### src/rtl/btn_conditioner.sv
// Push-button conditioner: 2-FF sync, polarity fix, debounce FSM, press/release strobes.
// Optional long-press strobe compiled in with BTN_LONG_PRESS_EN.
module btn_conditioner #(
  parameter int DEBOUNCE_CYCLES   = 500_000,
  parameter bit ACTIVE_LOW        = 1'b0,
  parameter int LONG_PRESS_CYCLES = 50_000_000
) (
  input  logic clk,
  input  logic rst,
  input  logic btn_in,
  output logic btn_level,
  output logic btn_press,
  output logic btn_release,
  output logic btn_long
);

  localparam int CW = $clog2(DEBOUNCE_CYCLES + 1);
  localparam logic [CW-1:0] CNT_LAST = CW'(DEBOUNCE_CYCLES - 1);
  localparam logic [CW-1:0] CNT_MAX  = CW'(DEBOUNCE_CYCLES);

  localparam logic [1:0] IDLE      = 2'd0;
  localparam logic [1:0] ARMING    = 2'd1;
  localparam logic [1:0] HELD      = 2'd2;
  localparam logic [1:0] DISARMING = 2'd3;

  // Sync flops reset to the released pin level so reset release is quiet
  localparam logic RELEASED = ACTIVE_LOW;

  logic          sync1;
  logic          sync2;
  logic          btn_s;
  logic [1:0]    state;
  logic [CW-1:0] cnt;

  always_ff @(posedge clk or posedge rst) begin
    if (rst) begin
      sync1 <= RELEASED;
      sync2 <= RELEASED;
    end else begin
      sync1 <= btn_in;
      sync2 <= sync1;
    end
  end

  assign btn_s = sync2 ^ ACTIVE_LOW;

  always_ff @(posedge clk or posedge rst) begin
    if (rst) begin
      state       <= IDLE;
      cnt         <= '0;
      btn_level   <= 1'b0;
      btn_press   <= 1'b0;
      btn_release <= 1'b0;
    end else begin
      btn_press   <= 1'b0;
      btn_release <= 1'b0;
      unique case (state)
        IDLE: begin
          if (btn_s) begin
            state <= ARMING;
            cnt   <= '0;
          end
        end
        ARMING: begin
          if (!btn_s) begin
            state <= IDLE;
            cnt   <= '0;
          end else if (cnt == CNT_LAST) begin
            state     <= HELD;
            cnt       <= '0;
            btn_level <= 1'b1;
            btn_press <= 1'b1;
          end else if (cnt != CNT_MAX) begin
            cnt <= cnt + 1'b1;
          end
        end
        HELD: begin
          if (!btn_s) begin
            state <= DISARMING;
            cnt   <= '0;
          end
        end
        DISARMING: begin
          if (btn_s) begin
            state <= HELD;
            cnt   <= '0;
          end else if (cnt == CNT_LAST) begin
            state       <= IDLE;
            cnt         <= '0;
            btn_level   <= 1'b0;
            btn_release <= 1'b1;
          end else if (cnt != CNT_MAX) begin
            cnt <= cnt + 1'b1;
          end
        end
        default: begin
          state <= IDLE;
          cnt   <= '0;
        end
      endcase
    end
  end

`ifdef BTN_LONG_PRESS_EN
  localparam int HW = $clog2(LONG_PRESS_CYCLES + 1);
  localparam logic [HW-1:0] HOLD_MAX  = HW'(LONG_PRESS_CYCLES);
  localparam logic [HW-1:0] HOLD_FIRE = HW'(LONG_PRESS_CYCLES - 2);

  logic [HW-1:0] hold;

  // Hold time spans DISARMING too, so a release bounce keeps the count
  always_ff @(posedge clk or posedge rst) begin
    if (rst) begin
      hold     <= '0;
      btn_long <= 1'b0;
    end else begin
      btn_long <= 1'b0;
      if (state == HELD || state == DISARMING) begin
        if (hold != HOLD_MAX) begin
          hold <= hold + 1'b1;
          if (hold == HOLD_FIRE)
            btn_long <= 1'b1;
        end
      end else begin
        hold <= '0;
      end
    end
  end
`else
  assign btn_long = 1'b0;
`endif

endmodule

### config.mk
export PLATFORM = sky130hd
export DESIGN_NAME = btn_conditioner
export DESIGN_NICKNAME = d
export VERILOG_FILES = /design/src/rtl/btn_conditioner.sv
export SDC_FILE = /design/constraint.sdc
export NUM_CORES = 1
export LEC_CHECK = 0
export ABC_AREA = 1
export BUFFER_PORTS_ARGS = -buffer_cell sky130_fd_sc_hd__buf_4
export CORE_AREA = 2 2 68 70
export DETAILED_ROUTE_END_ITERATION = 10
export DIE_AREA = 0 0 70 72
export MAX_ROUTING_LAYER = met4
export PLACE_DENSITY_LB_ADDON = 0.05
export SLEW_MARGIN = 20
export SYNTH_ARGS = -nofsm -noshare
export SYNTH_HDL_FRONTEND = slang
export SYNTH_SLANG_ARGS = --single-unit
export TNS_END_PERCENT = 1
### constraint.sdc
create_clock -name clk -period 1.4 [get_ports clk]
set_input_delay 0.35 -clock clk [delete_from_list [all_inputs] [get_ports clk]]
set_output_delay 0.35 -clock clk [all_outputs]
set_load 0.02 [all_outputs]
==> impl.org <==
** STA
- After layout, the minimum clock period comes to 1.424 ns.
- Across the routed clock network, the largest skew measured is 0.005211 ns.
- Setup repair after global routing could not meet its margin everywhere.
- # setup viols final :: 1
- Worst Hold Slack :: approximately 0.08 ns
- Setup slack on the critical path of the routed design comes to -0.02382 ns.
- The final critical path takes up 101.7% of the cycle.
- For this run, the top clock speed supported by timing is ~0.7 GHz.
- Number of max-slew violations in the final report :: 0
- The hold violation total from the final report came to 0.

** Outcome
- The final reports fail on setup timing.
- Status :: complete, but fails checks

** Routing
- Once detail routing completed, the nets flagged for antenna violations numbered 0.
- Initial DRC count :: 76
- After detailed routing, the number of vias per cell comes to around 4.6.
- The routed design uses ~1700 um of met2 wire.
- Router iterations before antenna repair :: 4
- The routed design uses 70 um of met3 wire.
- Residual DRC count :: 0
- The detailed router put a total of approximately 2100 um of wire on met1.
- DR WL/cell :: 12.21 um
- Across all layers, the routed design uses ~1,500 vias.
- Signal routing reaches up to met4.
- Wires add up to roughly 4000 um.

** Floorplan
- Die footprint :: between 5000 and 6000 um2
- Vertical extent of the die :: 72 um
- The floorplan has 24 rows.
- The initial utilization of the core area, before any placement, comes to 39.47%.
- 7 I/O pins were placed.
- Placeable core region :: 4264 um2
- Die Width :: ~70 um

** GRT
- Vias in the first global route :: around 1,500
- Across every metal layer, demand over resource in global routing totals 17.82%.
- After global routing the overflow that remains totals 0.
- Entering global routing, the biggest net connects 16 pins.
- The initial antenna violation count came to 0.
- The first global-routing pass estimated 6803 um of wire.

** Setup path
- Highest fanout seen on the critical path :: 5
- Critical path launch point type :: flop
- Endpoint class of the critical path :: flop
- Data required time at the worst endpoint :: roughly 1.6 ns
- By startpoint and endpoint, the worst setup path is classified as flop to flop.
- For the worst setup path, the data arrival time is approximately 1.6 ns.

** Cells and area
- Top library cells by usage in the layout, fill and taps aside :: sky130_fd_sc_hd__nand2_1, sky130_fd_sc_hd__buf_4, sky130_fd_sc_hd__inv_1, sky130_fd_sc_hd__dfrtp_1, sky130_fd_sc_hd__nor2_1
- Final net count :: roughly 280
- Layout area overhead :: 28.70%
- After routing the design area is about 2200 um2.
- The library cell used most frequently in the layout, excluding fill and tap cells, is sky130_fd_sc_hd__nand2_1.
- Ratio of cells with drive above 1 in the final layout :: 29.67%
- The repair_antennas step left the layout with diodes totalling 0.

** Synthesis
- Post-synthesis register bit count :: 26
- Adder-cell share of the synthesized area :: approximately 1.5%
- The portion of synthesized area spent on multiplexers is 0%.
- Synthesized net count :: 240
- Leading cell types by total area after synthesis :: sky130_fd_sc_hd__dfrtp_1, sky130_fd_sc_hd__nand2_1, sky130_fd_sc_hd__inv_1
- The Yosys step of the flow raised 0 warnings.
- In this run, synthesis inferred 0 flip-flops with an integrated enable.
- Predominant post-synthesis flop cell :: sky130_fd_sc_hd__dfrtp_1
- In the synthesized netlist the async set-or-reset flop fraction comes to 100.0%.
- The synthesized netlist contains 28 unique library cells.
- Share of the yosys chip area belonging to registers :: between 30% and 40%
- After synthesis the cells add up to approximately 1700 um2.
- After Yosys synthesis, and, or, nand and nor cells account for between 40% and 50% of the synthesized area.
- Complex-gate fraction of the synthesized area :: about 5.7%
- By area, the combinational part of the netlist is dominated by simple AND/OR/NAND/NOR gates.
- The share of synthesized area in the top cell type comes to between 30% and 40%.
- Synthesized-area fraction occupied by xor and xnor cells :: ~3.6%
- Mapped Avg Cell Area :: just over 7 um2
- Cell count after synthesis :: around 240
- sky130_fd_sc_hd__dfrtp_1 takes more of the synthesized area than any other cell.

** Placement
- Timing analysis after detailed placement gives a worst setup slack of -0.1702 ns.
- Last weighted congestion value of the routability-driven placer :: just over 0.8
- Once placement finished, the instance area stood at roughly 2000 um2.
- Once detailed placement completed, the half-perimeter wirelength came to slightly below 3000 um.
- During placement, the flow inserted port buffers numbering 5.

** Pwr
- Switching power summed over all nets :: between 800 and 900 uW
- The internal power of the cells totals ~1400 uW.
- Registers are responsible for between 40% and 50% of the overall power.
- For this design the ratio of total power to cell area is slightly above 1000 nW/um2.
- Sw Ratio :: between 30% and 40%
- For this design the static power due to leakage is a little over 0.001 uW.
- Overall power after layout :: between 2000 and 2500 uW
- Maximum vdd drop :: around 0.52 mV
- The clock network is responsible for a little under a quarter of the overall power.
- Per report_power, the combinational group accounts for roughly 36% of the total.

** Clocking
- Clock-pin slew was measured on the worst setup and hold paths at 0.10 ns.
- Library cell used as clock root buffer :: sky130_fd_sc_hd__clkbuf_8
- Clock sink count :: 26
- Worst-case clock buffer depth :: 2
- Clock tree from TritonCTS :: yes
- CTS built an H-tree with a depth of 1.
- Cts-stage hold buffer count :: 0
- Clock Latency Late Sink :: 0.28 ns
- The number of clock buffers added by TritonCTS is 3.

** Job
- Max-cap violations in this run came to 0.

** Hold path
- Worst hold-check path type :: primary input to asynchronous set/reset pin
final timing paths:
| path | start | end | cells past startpoint | slack (ns) |
|---|---|---|---|---|
| worst max-delay path | cnt[1] | cnt[3] | 8 | -0.02 |
| worst min-delay path | rst | cnt[7] | 3 | 0.08 |
| worst max register to register | cnt[1] | cnt[3] | 8 | -0.02 |
| worst min register to register | sync1 | btn_s | 0 | 0.36 |
| max in group asynchronous | rst | cnt[3] | 3 | 1.12 |
| min in group clk | btn_in | sync1 | 1 | 0.17 |
final cells by class:
| cell class | count | area, um2 |
|---|---|---|
| Timing Repair Buffer | 37 | 277.8 |
| Fill cell | 441 | 2098 |
| Tap cell | 52 | 65.06 |
| Sequential cell | 26 | 654.4 |
| Multi-Input combinational cell | 175 | 997.2 |
| Inverter | 31 | 116.4 |
| Clock buffer | 4 | 55.05 |
worst max-delay path, stage by stage (launching register included):
cell and delay (ns):
sky130_fd_sc_hd__dfrtp_2 0.45, sky130_fd_sc_hd__buf_4 0.16, sky130_fd_sc_hd__nand2_4 0.06, sky130_fd_sc_hd__nor2_4 0.06
sky130_fd_sc_hd__buf_4 0.13, sky130_fd_sc_hd__buf_4 0.12, sky130_fd_sc_hd__or2_2 0.26, sky130_fd_sc_hd__inv_1 0.05
sky130_fd_sc_hd__a21oi_1 0.03
what timing repair did:
action                                  CTS  global route
endpoints found under the setup margin   19            23
resized for setup                        12            20
setup buffers                             0             2
cloned                                    0             1
pin swaps                                 0            11
hold endpoints to repair                  0             0
power groups by stage:
stage	Clock, uW	Combinational [uW]	Sequential [uW]
after floorplan	0	467	883
after global placement	0	717	881
after detailed placement	0	720	884
after CTS	524	758	871
after global routing	557	874	901
final	504	787	889
metrics by stage:
stage	TNS [ns]	cells	utilization [%]
after detailed placement	-1.652	318	46.21
after floorplan	0	235	-
after global routing	-1.203	325	50.79
final	-0.02382	325	50.79
after global placement	-1.291	318	46.21
after CTS	-0.1816	322	48.59
Yosys cell counts (2+ instances only):
library cell	n
sky130_fd_sc_hd__nor2_2	7
sky130_fd_sc_hd__nand2_1	83
sky130_fd_sc_hd__inv_2	4
sky130_fd_sc_hd__o21ai_1	2
sky130_fd_sc_hd__nand2_4	2
sky130_fd_sc_hd__inv_1	27
sky130_fd_sc_hd__dfrtp_1	26
sky130_fd_sc_hd__xor2_1	7
sky130_fd_sc_hd__buf_4	2
sky130_fd_sc_hd__nand2_2	2
sky130_fd_sc_hd__nand3_4	2
sky130_fd_sc_hd__nor2_1	19
sky130_fd_sc_hd__nand4_1	3
sky130_fd_sc_hd__o21ai_0	11
sky130_fd_sc_hd__nand3_1	18
sky130_fd_sc_hd__nor2_4	3
sky130_fd_sc_hd__ha_1	2
sky130_fd_sc_hd__or2_2	2
sky130_fd_sc_hd__a21oi_1	2
sky130_fd_sc_hd__o22ai_1	2
sky130_fd_sc_hd__nor3_1	2
routing by layer:
layer | up-vias | GRT usage (%)
met3 | 5 | 2.083
li1 | 806 | -
met4 | 0 | 6.410
met1 | 656 | 23.08
met2 | 16 | 29.10
met5 | - | -
registers in the layout, summed over array words and instances (netlist names), named ones only:
| signal | cells |
|---|---|
| btn_press | 1 |
| cnt | 19 |
| state | 1 |
| btn_release | 1 |
| btn_level | 1 |
| sync1 | 1 |
| btn_s | 1 |
kinds of logic (layout without fill, tap and decap cells):
| logic type | Yosys count | count (layout) |
|---|---|---|
| other cells | 1 | 1 |
| fa+ha+maj | 2 | 2 |
| simple gates | 146 | 147 |
| flops | 26 | 26 |
| xor+xnor | 7 | 7 |
| compound gates | 18 | 18 |
| buf+inv | 35 | 72 |
Power figures use the tool's default switching activity.
